## config.mk

```make
export PLATFORM = sky130hd
export DESIGN_NAME = kbd_command_tx
export DESIGN_NICKNAME = d
export VERILOG_FILES = /design/src/rtl/ps2_pkg.sv /design/src/rtl/ps2_line_sync.sv /design/src/rtl/kbd_command_tx.sv
export SDC_FILE = /design/constraint.sdc
export NUM_CORES = 1
export LEC_CHECK = 0
export CAP_MARGIN = 20
export CORE_ASPECT_RATIO = 1.75
export CORE_UTILIZATION = 40
export DETAILED_ROUTE_END_ITERATION = 6
export HOLD_SLACK_MARGIN = 0.12
export PLACE_DENSITY = 0.68
export SLEW_MARGIN = 20
export SYNTH_ARGS = -nofsm -noshare
export SYNTH_HDL_FRONTEND = slang
export SYNTH_SLANG_ARGS = --single-unit
export TNS_END_PERCENT = 5
```

## constraint.sdc

```tcl
create_clock -name clk_50 -period 2 [get_ports clk_50]
set_input_delay 0.5 -clock clk_50 [delete_from_list [all_inputs] [get_ports clk_50]]
set_output_delay 0.5 -clock clk_50 [all_outputs]
set_load 0.05 [all_outputs]
```

## src/rtl/ps2_pkg.sv

```systemverilog
// rtl/ps2_pkg.sv - shared PS/2 host definitions: transmit FSM states, command/response codes
package ps2_pkg;

    typedef enum logic [2:0] {
        TX_IDLE,
        TX_INHIBIT,
        TX_RTS,
        TX_SEND,
        TX_WAIT_ACK,
        TX_RELEASE
    } tx_state_t;

    localparam logic [7:0] CMD_SET_LEDS = 8'hED;
    localparam logic [7:0] CMD_RESET    = 8'hFF;
    localparam logic [7:0] CMD_ENABLE   = 8'hF4;
    localparam logic [7:0] CMD_ECHO     = 8'hEE;
    localparam logic [7:0] RSP_ACK      = 8'hFA;

    // PS/2 frames carry odd parity over the eight data bits
    function automatic logic odd_parity(input logic [7:0] data);
        return ~^data;
    endfunction

endpackage

```

## src/rtl/ps2_line_sync.sv

```systemverilog
// rtl/ps2_line_sync.sv - 2-flop synchronizers and falling-edge detectors for the PS/2 clock and data lines
module ps2_line_sync (
    input  logic clk_50,
    input  logic reset_n,
    input  logic ps2_clk,
    input  logic ps2_dat,
    output logic clk_sync,
    output logic dat_sync,
    output logic clk_fall,
    output logic dat_fall
);

    logic clk_meta, clk_cur, clk_prev;
    logic dat_meta, dat_cur, dat_prev;

    // Idle bus is pulled high, so reset to 1 to avoid a false edge after reset
    always_ff @(posedge clk_50) begin
        if (!reset_n) begin
            clk_meta <= 1'b1;
            clk_cur  <= 1'b1;
            clk_prev <= 1'b1;
            dat_meta <= 1'b1;
            dat_cur  <= 1'b1;
            dat_prev <= 1'b1;
        end else begin
            clk_meta <= ps2_clk;
            clk_cur  <= clk_meta;
            clk_prev <= clk_cur;
            dat_meta <= ps2_dat;
            dat_cur  <= dat_meta;
            dat_prev <= dat_cur;
        end
    end

    assign clk_sync = clk_cur;
    assign dat_sync = dat_cur;
    assign clk_fall = clk_prev & ~clk_cur;
    assign dat_fall = dat_prev & ~dat_cur;

endmodule

```

## src/rtl/kbd_command_tx.sv

```systemverilog
// rtl/kbd_command_tx.sv - PS/2 host-to-device command transmitter (inhibit, request-to-send, frame, ACK)
module kbd_command_tx #(
    parameter int INHIBIT_CYCLES = 6000,
    parameter int TIMEOUT_CYCLES = 750000
) (
    input  logic       clk_50,
    input  logic       reset_n,
    input  logic [7:0] tx_data,
    input  logic       tx_valid,
    output logic       tx_ready,
    output logic       tx_done,
    output logic       tx_error,
    output logic       busy,
    input  logic       PS2_CLK,
    input  logic       PS2_DAT,
    output logic       PS2_CLK_OE,
    output logic       PS2_DAT_OE
);

    import ps2_pkg::*;

    localparam logic [19:0] INHIBIT_LAST = 20'(INHIBIT_CYCLES - 1);
    localparam logic [19:0] TIMEOUT_LAST = 20'(TIMEOUT_CYCLES - 1);

    tx_state_t   state, state_next;
    logic [19:0] cnt;
    logic        cnt_clear;
    logic [3:0]  edge_cnt;
    logic [7:0]  data_reg;
    logic        parity_reg;
    logic        dat_bit;
    logic        ack_seen;
    logic        done_set, error_set;
    logic        timeout_hit;

    logic clk_sync, dat_sync, clk_fall, dat_fall;
    logic unused_dat_fall;

    ps2_line_sync u_line_sync (
        .clk_50   (clk_50),
        .reset_n  (reset_n),
        .ps2_clk  (PS2_CLK),
        .ps2_dat  (PS2_DAT),
        .clk_sync (clk_sync),
        .dat_sync (dat_sync),
        .clk_fall (clk_fall),
        .dat_fall (dat_fall)
    );

    assign unused_dat_fall = dat_fall;

    // cnt is shared: inhibit length while in INHIBIT, transfer timeout from SEND onward
    assign timeout_hit = (cnt == TIMEOUT_LAST);

    always_comb begin
        state_next = state;
        cnt_clear  = 1'b0;
        done_set   = 1'b0;
        error_set  = 1'b0;
        case (state)
            TX_IDLE: begin
                if (tx_valid) begin
                    state_next = TX_INHIBIT;
                    cnt_clear  = 1'b1;
                end
            end
            TX_INHIBIT: begin
                if (cnt == INHIBIT_LAST) state_next = TX_RTS;
            end
            TX_RTS: begin
                state_next = TX_SEND;
                cnt_clear  = 1'b1;
            end
            TX_SEND: begin
                if (timeout_hit) begin
                    state_next = TX_IDLE;
                    error_set  = 1'b1;
                end else if (clk_fall && edge_cnt == 4'd9) begin
                    state_next = TX_WAIT_ACK;
                end
            end
            TX_WAIT_ACK: begin
                if (timeout_hit) begin
                    state_next = TX_IDLE;
                    error_set  = 1'b1;
                end else if (clk_fall) begin
                    if (!dat_sync) begin
                        state_next = TX_RELEASE;
                    end else begin
                        state_next = TX_IDLE;
                        error_set  = 1'b1;
                    end
                end
            end
            TX_RELEASE: begin
                if (timeout_hit) begin
                    state_next = TX_IDLE;
                    error_set  = 1'b1;
                end else if (ack_seen && clk_sync && dat_sync) begin
                    state_next = TX_IDLE;
                    done_set   = 1'b1;
                end
            end
            default: state_next = TX_IDLE;
        endcase
    end

    always_ff @(posedge clk_50) begin
        if (!reset_n) begin
            state      <= TX_IDLE;
            cnt        <= '0;
            edge_cnt   <= '0;
            data_reg   <= '0;
            parity_reg <= 1'b0;
            dat_bit    <= 1'b0;
            ack_seen   <= 1'b0;
            tx_done    <= 1'b0;
            tx_error   <= 1'b0;
        end else begin
            state    <= state_next;
            tx_done  <= done_set;
            tx_error <= error_set;

            if (cnt_clear) begin
                cnt <= '0;
            end else if (state != TX_IDLE) begin
                cnt <= cnt + 20'd1;
            end

            case (state)
                TX_IDLE: begin
                    if (tx_valid) begin
                        data_reg   <= tx_data;
                        parity_reg <= odd_parity(tx_data);
                        ack_seen   <= 1'b0;
                    end
                end
                TX_RTS: begin
                    edge_cnt <= '0;
                    dat_bit  <= 1'b1;
                end
                // Host changes data after each device falling edge: 8 data bits, parity, then stop
                TX_SEND: begin
                    if (clk_fall) begin
                        edge_cnt <= edge_cnt + 4'd1;
                        if (edge_cnt < 4'd8) begin
                            dat_bit <= ~data_reg[edge_cnt[2:0]];
                        end else if (edge_cnt == 4'd8) begin
                            dat_bit <= ~parity_reg;
                        end else begin
                            dat_bit <= 1'b0;
                        end
                    end
                end
                TX_WAIT_ACK: begin
                    if (clk_fall && !dat_sync) ack_seen <= 1'b1;
                end
                default: ;
            endcase
        end
    end

    assign tx_ready   = (state == TX_IDLE);
    assign busy       = (state != TX_IDLE);
    assign PS2_CLK_OE = (state == TX_INHIBIT) || (state == TX_RTS);
    assign PS2_DAT_OE = (state == TX_RTS) || ((state == TX_SEND) && dat_bit);

endmodule

```

==> metrics.txt, run 1 <==
# TYPE chip_impl_metric gauge
chip_impl_info{name="startpoint_type",value="flop"} 1
chip_impl_metric{name="die_h",unit="um"} 101
chip_impl_metric{name="net-switching-power",unit="uW"} 962
chip_impl_metric{name="drv_cap",unit=""} 0
chip_impl_metric{name="power.ir.vdd_worst",unit="mV"} 0.553
chip_impl_metric{name="io-pin-count",unit=""} 19
chip_impl_metric{name="netSwitchingFraction",unit="%"} 36.2
chip_impl_metric{name="cellPowerDensity",unit="nW/um^2"} 994
chip_impl_metric{name="ys_async_sr_fraction",unit="%"} 0
chip_impl_metric{name="finish.cell_count_without_fillers",unit=""} 356
chip_impl_metric{name="cts-buffers-inserted",unit=""} 5
chip_impl_metric{name="diodes",unit=""} 0
chip_impl_metric{name="post_synth.cell_area_avg",unit="sq um"} 8.64
chip_impl_info{name="critical_path_class",value="flop to primary output"} 1
chip_impl_metric{name="hold_viol",unit=""} 0
chip_impl_metric{name="grt-ovfl-total",unit=""} 0
chip_impl_metric{name="finalHoldWorstSlack",unit="ns"} 0.410
chip_impl_metric{name="clockPowerShare",unit="%"} 21.6
chip_impl_metric{name="routedWlPerCell",unit="um"} 12.6
chip_impl_info{name="path_cells",value="nor3_4 > buf_6 > inv_1 > buf_4"} 1
chip_impl_metric{name="grt_first_pass_wirelength",unit="mm"} 7.68
chip_impl_metric{name="gr-usage-all-layers",unit="%"} 17.0
chip_impl_metric{name="timing.final.crit_share",unit="%"} 95.7
chip_impl_metric{name="detailroute.via_count",unit=""} 1818
chip_impl_metric{name="grt_pass1_vias",unit=""} 1784
chip_impl_metric{name="placement.io_buffers",unit=""} 18
chip_impl_info{name="critical_path.top_delay_family",value="buffers and inverters"} 1
chip_impl_metric{name="antenna_violations_before_repair",unit=""} 0
chip_impl_info{name="rsz0062_at_grt",value="false"} 1
chip_impl_metric{name="setup-violations-final",unit=""} 0
chip_impl_metric{name="cell_area_after_technology_mapping",unit="sq um"} 2250
chip_impl_info{name="yosys.area.top_type",value="dfxtp_1"} 1
chip_impl_metric{name="layout_min_cycle_time",unit="ns"} 1.91
chip_impl_metric{name="worstSkewPairLatency",unit="ns"} 0.30
chip_impl_metric{name="largest_register_ffs",unit=""} 20
chip_impl_info{name="run_status",value="finished clean"} 1
chip_impl_metric{name="crit_arrival",unit="ns"} 1.41
chip_impl_metric{name="utilization_of_the_core_after_routing",unit="%"} 50.0
chip_impl_metric{name="rows",unit=""} 35
chip_impl_info{name="clk_tree_root_cell",value="clkbuf_8"} 1
chip_impl_metric{name="core_area",unit="sq um"} 5340
chip_impl_metric{name="relative_area_change_from_synthesis_to_final_layout",unit="%"} 18.9
chip_impl_metric{name="length_in_cells_of_the_worst_reg_to_reg_path",unit=""} 5
chip_impl_metric{name="die_width",unit="um"} 58.7
chip_impl_metric{name="die_area",unit="sq um"} 5930
chip_impl_metric{name="critical_path_depth",unit=""} 4
chip_impl_metric{name="yosys_register_bits",unit=""} 45
chip_impl_metric{name="cts.repair_timing.setup_buffer_count",unit=""} 0
chip_impl_metric{name="timing.critical_path.slowest_cell_delay",unit="ns"} 0.38
chip_impl_metric{name="path_buf_inv",unit=""} 3
chip_impl_metric{name="internal_power",unit="uW"} 1690
chip_impl_metric{name="power.share.sequential",unit="%"} 40.5
chip_impl_metric{name="netlist_cell_types",unit=""} 46
chip_impl_metric{name="clock_skew",unit="ns"} 0.00482
chip_impl_metric{name="start_util",unit="%"} 42.1
chip_impl_metric{name="detail_route.iter0.violations",unit=""} 35
chip_impl_info{name="cp_slowest_cell",value="dfxtp_2"} 1
chip_impl_info{name="synth_top_flop_cell",value="dfxtp_1"} 1
chip_impl_metric{name="fmax",unit="MHz"} 522
chip_impl_metric{name="drc",unit=""} 0
chip_impl_metric{name="timing_max_transition_violations_final",unit=""} 0
chip_impl_metric{name="final_nets",unit=""} 299
chip_impl_info{name="tritoncts",value="done"} 1
chip_impl_metric{name="drive_gt1_share",unit="%"} 12.1
chip_impl_metric{name="cts.reportedPaths.clkPinSlew",unit="ns"} 0.08
chip_impl_metric{name="h-tree-depth",unit=""} 2
chip_impl_metric{name="antenna_violating_nets_post_route",unit=""} 0
chip_impl_metric{name="worstMarginPinSlew",unit="ns"} 0.511
chip_impl_metric{name="synth_warnings",unit=""} 0
chip_impl_metric{name="cp_max_fo",unit=""} 8
chip_impl_metric{name="yosys.area.top_type_share",unit="%"} 40.1
chip_impl_info{name="min-delay-path-class",value="flop to flop"} 1
chip_impl_metric{name="avgViaCountPerCell",unit=""} 5.11
chip_impl_metric{name="synth-seq-area-share",unit="%"} 40.1
chip_impl_metric{name="grt_max_degree",unit=""} 21
chip_impl_metric{name="placed_wire_length_estimate",unit="mm"} 3.34
chip_impl_metric{name="max-clock-path-buffers",unit=""} 2
chip_impl_info{name="timing.critical_path.to_type",value="primary output"} 1
chip_impl_metric{name="post_cts_hold_buffer_count",unit=""} 0
chip_impl_metric{name="detail_route.first_pass.iterations",unit=""} 5
chip_impl_metric{name="number_of_enable_type_register_cells_in_the_synthesized_netlist",unit=""} 0
chip_impl_metric{name="synth_nets",unit=""} 277
chip_impl_metric{name="drt_wl_total",unit="mm"} 4.49
chip_impl_metric{name="timing.hold.worst_path_depth",unit=""} 1
chip_impl_metric{name="reg_to_reg_setup_timing_slack",unit="ns"} 0.23
chip_impl_metric{name="numClockSinks",unit=""} 45
chip_impl_metric{name="standby_leakage_power",unit="uW"} 0.000940
chip_impl_metric{name="crit_required",unit="ns"} 1.50
chip_impl_metric{name="p_comb_share",unit="%"} 37.9
chip_impl_metric{name="slew-limit-headroom",unit="%"} 65.8
chip_impl_metric{name="postSynthCellCount",unit=""} 260
chip_impl_info{name="synthTopCellsByArea",value="dfxtp_1, xnor2_1, nand2_1"} 1
chip_impl_metric{name="dp.cells",unit=""} 349
chip_impl_metric{name="gp_congestion",unit=""} 0.798
metal layers:
metal	GRT usage (%)	up-vias	share of wire (%)
li1	-	923	-
met1	16.5	848	39
met2	32.3	33	54
met3	3.07	14	2.5
met4	9.71	0	4.2
met5	0	-	0
synth_stat cells (6+ instances only):
cell,number
nor3_1,6
clkbuf_1,7
a21boi_0,8
inv_1,8
nand2b_1,9
nand2_1,34
a21oi_1,10
xnor2_1,16
nor2b_1,6
xor2_1,10
nor2_1,33
dfxtp_1,45
nand4_1,6
per-stage QoR:
| step | cell area [sq um] | setup slack, ns | TNS (ns) | power [uW] |
|---|---|---|---|---|
| finish | 2670 | 0.0859 | 0 | 2650 |
| global route | 2670 | 0.00765 | 0 | 2800 |
| CTS | 2670 | 0.0462 | 0 | 2660 |
| detailed placement | 2580 | 0.172 | 0 | 2080 |
| global placement | 2580 | 0.216 | 0 | 2070 |
| floorplan | 2250 | -0.170 | -0.726 | 1720 |
cells in the final DEF (no fill, tap or decap), drive strengths merged, types with 6 or more instances in the layout:
cell type	instances
buf	13
dfxtp	45
a21boi	9
a21oi	10
xor2	10
clkbuf	7
nand2	34
nor2	33
nor3	8
nand2b	9
xnor2	16
inv	8
clkdlybuf4s50	14
nand4	8
nor2b	6
area by class of cell:
class / count / area (sq um)
Clock buffer: 7 / 86.3
Fill cell: 543 / 2670
Inverter: 8 / 30.0
Multi-Input combinational cell: 195 / 1280
Sequential cell: 45 / 903
Tap cell: 74 / 92.6
Timing Repair Buffer: 27 / 279
cell families after synthesis:
logic type                 share of synthesized area, %
AOI/OAI and AO/OA                                  11.5
buffers and inverters                              3.56
xor gates and xnor gates                           10.1
adders and majority gates                          2.23
DFF                                                40.1
muxes                                              2.00
and+or+nand+nor                                    30.5
path summary, 6_finish.rpt:
path / end / startpoint
max: busy / state[1]
min: u_line_sync.dat_sync / u_line_sync.dat_meta
max reg2reg: cnt[14] / cnt[0]
min reg2reg: u_line_sync.dat_sync / u_line_sync.dat_meta
power groups by stage:
stage | Clock (uW) | Sequential [uW] | Combinational (uW)
floorplan | 0 | 1040 | 684
detailed placement | 0 | 1090 | 993
global placement | 0 | 1090 | 984
finish | 573 | 1070 | 1010
CTS | 590 | 1070 | 997
global route | 623 | 1090 | 1090
worst reg2reg max path: cells and delay by family (launching register included):
kind	cells	cell delay [ns]
fa+ha+maj	1	0.19
compound gates	1	0.13
simple gates	3	1.01
flops	1	0.39
what timing repair did:
item                       in CTS  in global routing
gates resized for setup         2                  2
setup endpoints to repair       1                  2
gates cloned                    0                  0
(Power assumes the default switching activity.)
==> inputs of run 2 (changes only) <==
--- a/config.mk
+++ b/config.mk
@@ -5,8 +5,10 @@
 export SDC_FILE = /design/constraint.sdc
 export NUM_CORES = 1
 export LEC_CHECK = 0
+export ABC_CLOCK_PERIOD_IN_PS = 2000
 export CAP_MARGIN = 20
 export CORE_ASPECT_RATIO = 1.75
+export CORE_MARGIN = 3
 export CORE_UTILIZATION = 40
 export DETAILED_ROUTE_END_ITERATION = 6
 export HOLD_SLACK_MARGIN = 0.12
==> run 2 against run 1 <==
  * Non-clock buffer count up 1
  * Clock skew up 0.0016 ns
  * Setup slack worse by 0.0078 ns
  * Sequential share of layout area down 0.51 points
  * Largest power group unchanged
  * Highest routed layer unchanged
==> metrics.txt, run 2 (same netlist as run 1, synthesis figures left out) <==
# TYPE chip_impl_metric gauge
chip_impl_metric{name="hold_viol",unit=""} 0
chip_impl_metric{name="cts.reportedPaths.clkPinSlew",unit="ns"} 0.08
chip_impl_info{name="timing.critical_path.to_type",value="primary output"} 1
chip_impl_metric{name="detail_route.first_pass.iterations",unit=""} 4
chip_impl_metric{name="dp.cells",unit=""} 350
chip_impl_metric{name="io-pin-count",unit=""} 19
chip_impl_info{name="layout_commonest_cell",value="dfxtp_1"} 1
chip_impl_metric{name="crit_required",unit="ns"} 1.50
chip_impl_metric{name="diodes",unit=""} 0
chip_impl_metric{name="setup-violations-final",unit=""} 0
chip_impl_metric{name="reg_to_reg_setup_timing_slack",unit="ns"} 0.22
chip_impl_metric{name="largest_register_ffs",unit=""} 20
chip_impl_info{name="cp_slowest_cell",value="clkdlybuf4s50_1"} 1
chip_impl_metric{name="placed_wire_length_estimate",unit="mm"} 3.43
chip_impl_metric{name="worstSkewPairLatency",unit="ns"} 0.29
chip_impl_metric{name="total_area_of_sequential_cells",unit="sq um"} 902
chip_impl_metric{name="max-clock-path-buffers",unit=""} 2
chip_impl_metric{name="slew-limit-headroom",unit="%"} 66.0
chip_impl_metric{name="cts.repair_timing.setup_buffer_count",unit=""} 0
chip_impl_metric{name="drt_wl_total",unit="mm"} 4.53
chip_impl_metric{name="grt_first_pass_wirelength",unit="mm"} 8.02
chip_impl_metric{name="start_util",unit="%"} 42.1
chip_impl_metric{name="place_worst_setup_slack",unit="ns"} 0.196
chip_impl_metric{name="power.ir.vdd_worst",unit="mV"} 0.580
chip_impl_metric{name="gr-usage-all-layers",unit="%"} 15.0
chip_impl_metric{name="avgViaCountPerCell",unit=""} 5.12
chip_impl_metric{name="drive_gt1_share",unit="%"} 13.0
chip_impl_metric{name="antenna_violations_before_repair",unit=""} 0
chip_impl_info{name="clk_tree_root_cell",value="clkbuf_8"} 1
chip_impl_info{name="run_status",value="finished clean"} 1
chip_impl_metric{name="die_width",unit="um"} 62.7
chip_impl_info{name="hold_path_end",value="u_line_sync.clk_sync"} 1
chip_impl_metric{name="timing_max_transition_violations_final",unit=""} 0
chip_impl_metric{name="timing.critical_path.slowest_cell_delay",unit="ns"} 0.81
chip_impl_metric{name="standby_leakage_power",unit="uW"} 0.000960
chip_impl_metric{name="layout_min_cycle_time",unit="ns"} 1.92
chip_impl_info{name="critical_path.reg2reg.endpoint",value="cnt[14]"} 1
chip_impl_metric{name="crit_arrival",unit="ns"} 1.42
chip_impl_metric{name="cts-buffers-inserted",unit=""} 5
chip_impl_metric{name="die_h",unit="um"} 105
chip_impl_metric{name="final_nets",unit=""} 300
chip_impl_info{name="worst_min_path_start",value="u_line_sync.clk_meta"} 1
chip_impl_metric{name="rows",unit=""} 35
chip_impl_metric{name="multi_input_gate_area_in_the_final_layout",unit="sq um"} 1280
chip_impl_info{name="path_cells",value="clkdlybuf4s50_1"} 1
chip_impl_metric{name="cellPowerDensity",unit="nW/um^2"} 1000
chip_impl_info{name="critical_path_class",value="flop to primary output"} 1
chip_impl_metric{name="numClockSinks",unit=""} 45
chip_impl_info{name="min-delay-path-class",value="flop to flop"} 1
chip_impl_metric{name="post_cts_hold_buffer_count",unit=""} 0
chip_impl_metric{name="grt-ovfl-total",unit=""} 0
chip_impl_info{name="rsz0062_at_grt",value="true"} 1
chip_impl_info{name="layout.cells.most_common_list",value="dfxtp_1, nand2_1, nor2_1, xnor2_1, clkdlybuf4s50_1"} 1
chip_impl_metric{name="gp_congestion",unit=""} 0.797
chip_impl_metric{name="length_in_cells_of_the_worst_reg_to_reg_path",unit=""} 4
chip_impl_metric{name="relative_area_change_from_synthesis_to_final_layout",unit="%"} 20.5
chip_impl_info{name="r2r-start",value="cnt[3]"} 1
chip_impl_metric{name="finish.cell_count_without_fillers",unit=""} 358
chip_impl_info{name="startpoint_type",value="flop"} 1
chip_impl_metric{name="h-tree-depth",unit=""} 2
chip_impl_metric{name="drc",unit=""} 0
chip_impl_metric{name="timing.final.crit_share",unit="%"} 96.1
chip_impl_metric{name="worstMarginPinSlew",unit="ns"} 0.508
chip_impl_metric{name="grt_pass1_vias",unit=""} 1870
chip_impl_metric{name="cp_max_fo",unit=""} 1
chip_impl_metric{name="final_critical_path_setup_slack",unit="ns"} 0.0781
chip_impl_metric{name="drv_cap",unit=""} 0
chip_impl_metric{name="grt_max_degree",unit=""} 21
chip_impl_metric{name="core_area",unit="sq um"} 5340
chip_impl_metric{name="fillers",unit=""} 530
chip_impl_metric{name="timing.hold.worst_path_depth",unit=""} 1
chip_impl_metric{name="p_total",unit="uW"} 2720
chip_impl_metric{name="path_buf_inv",unit=""} 1
chip_impl_metric{name="die_area",unit="sq um"} 6590
chip_impl_metric{name="placement.io_buffers",unit=""} 18
chip_impl_metric{name="antenna_violating_nets_post_route",unit=""} 0
chip_impl_info{name="critical_path.top_delay_family",value="buffers and inverters"} 1
chip_impl_metric{name="detail_route.iter0.violations",unit=""} 51
chip_impl_metric{name="clock_skew",unit="ns"} 0.00643
chip_impl_metric{name="fmax",unit="MHz"} 520
chip_impl_metric{name="routedWlPerCell",unit="um"} 12.7
chip_impl_metric{name="detailroute.via_count",unit=""} 1833
chip_impl_info{name="tritoncts",value="done"} 1
==> run 2: how the worst max path moves through the flow <==
stage | from | end | cells after the start
floorplan | state[0] | cnt[5] | 7
global placement | tx_data[2] | parity_reg | 6
detailed placement | tx_data[5] | parity_reg | 6
CTS | state[1] | PS2_DAT_OE | 4
global route | state[1] | busy | 4
finish | tx_error | tx_error | 1
==> run 2: repair_timing <==
action	in CTS	in global routing
setup endpoints to repair	1	3
gates cloned	0	0
pin swaps	0	0
resized for setup	1	3
==> run 2: per-stage QoR <==
stage               utilization [%]  instance area, sq um  hold WS (ns)  TNS (ns)
floorplan                         -                  2250         0.386    -0.726
global placement               48.6                  2600         0.392         0
detailed placement             48.6                  2600         0.398         0
CTS                            50.5                  2700         0.418         0
global route                   50.7                  2710         0.438  -0.00433
finish                         50.7                  2710         0.414         0
==> run 2: area by class of cell <==
cell class	instances	area share, %
inverters	8	1.11
well taps	74	3.42
repair buffers	28	11.0
clock inverters	1	0.185
clock buffers	7	3.56
multi-input cells	195	47.4
flip-flops and latches	45	33.3
==> run 2: power breakdown <==
group	internal (uW)	switching (uW)	total (uW)	leakage, uW
Clock	313	302	614	0.0000542
Sequential	987	79.8	1070	0.000366
Combinational	450	591	1040	0.000540
Total	1750	973	2720	0.000960
==> run 2: per-layer routing <==
metal,track usage [%],up-vias,wire [um],share of wire [%]
met5,0,-,0,0
met1,14.4,873,1770,39
met4,5.21,0,53,1.2
li1,-,927,-,-
met3,3.76,5,111,2.5
met2,29.8,28,2590,57
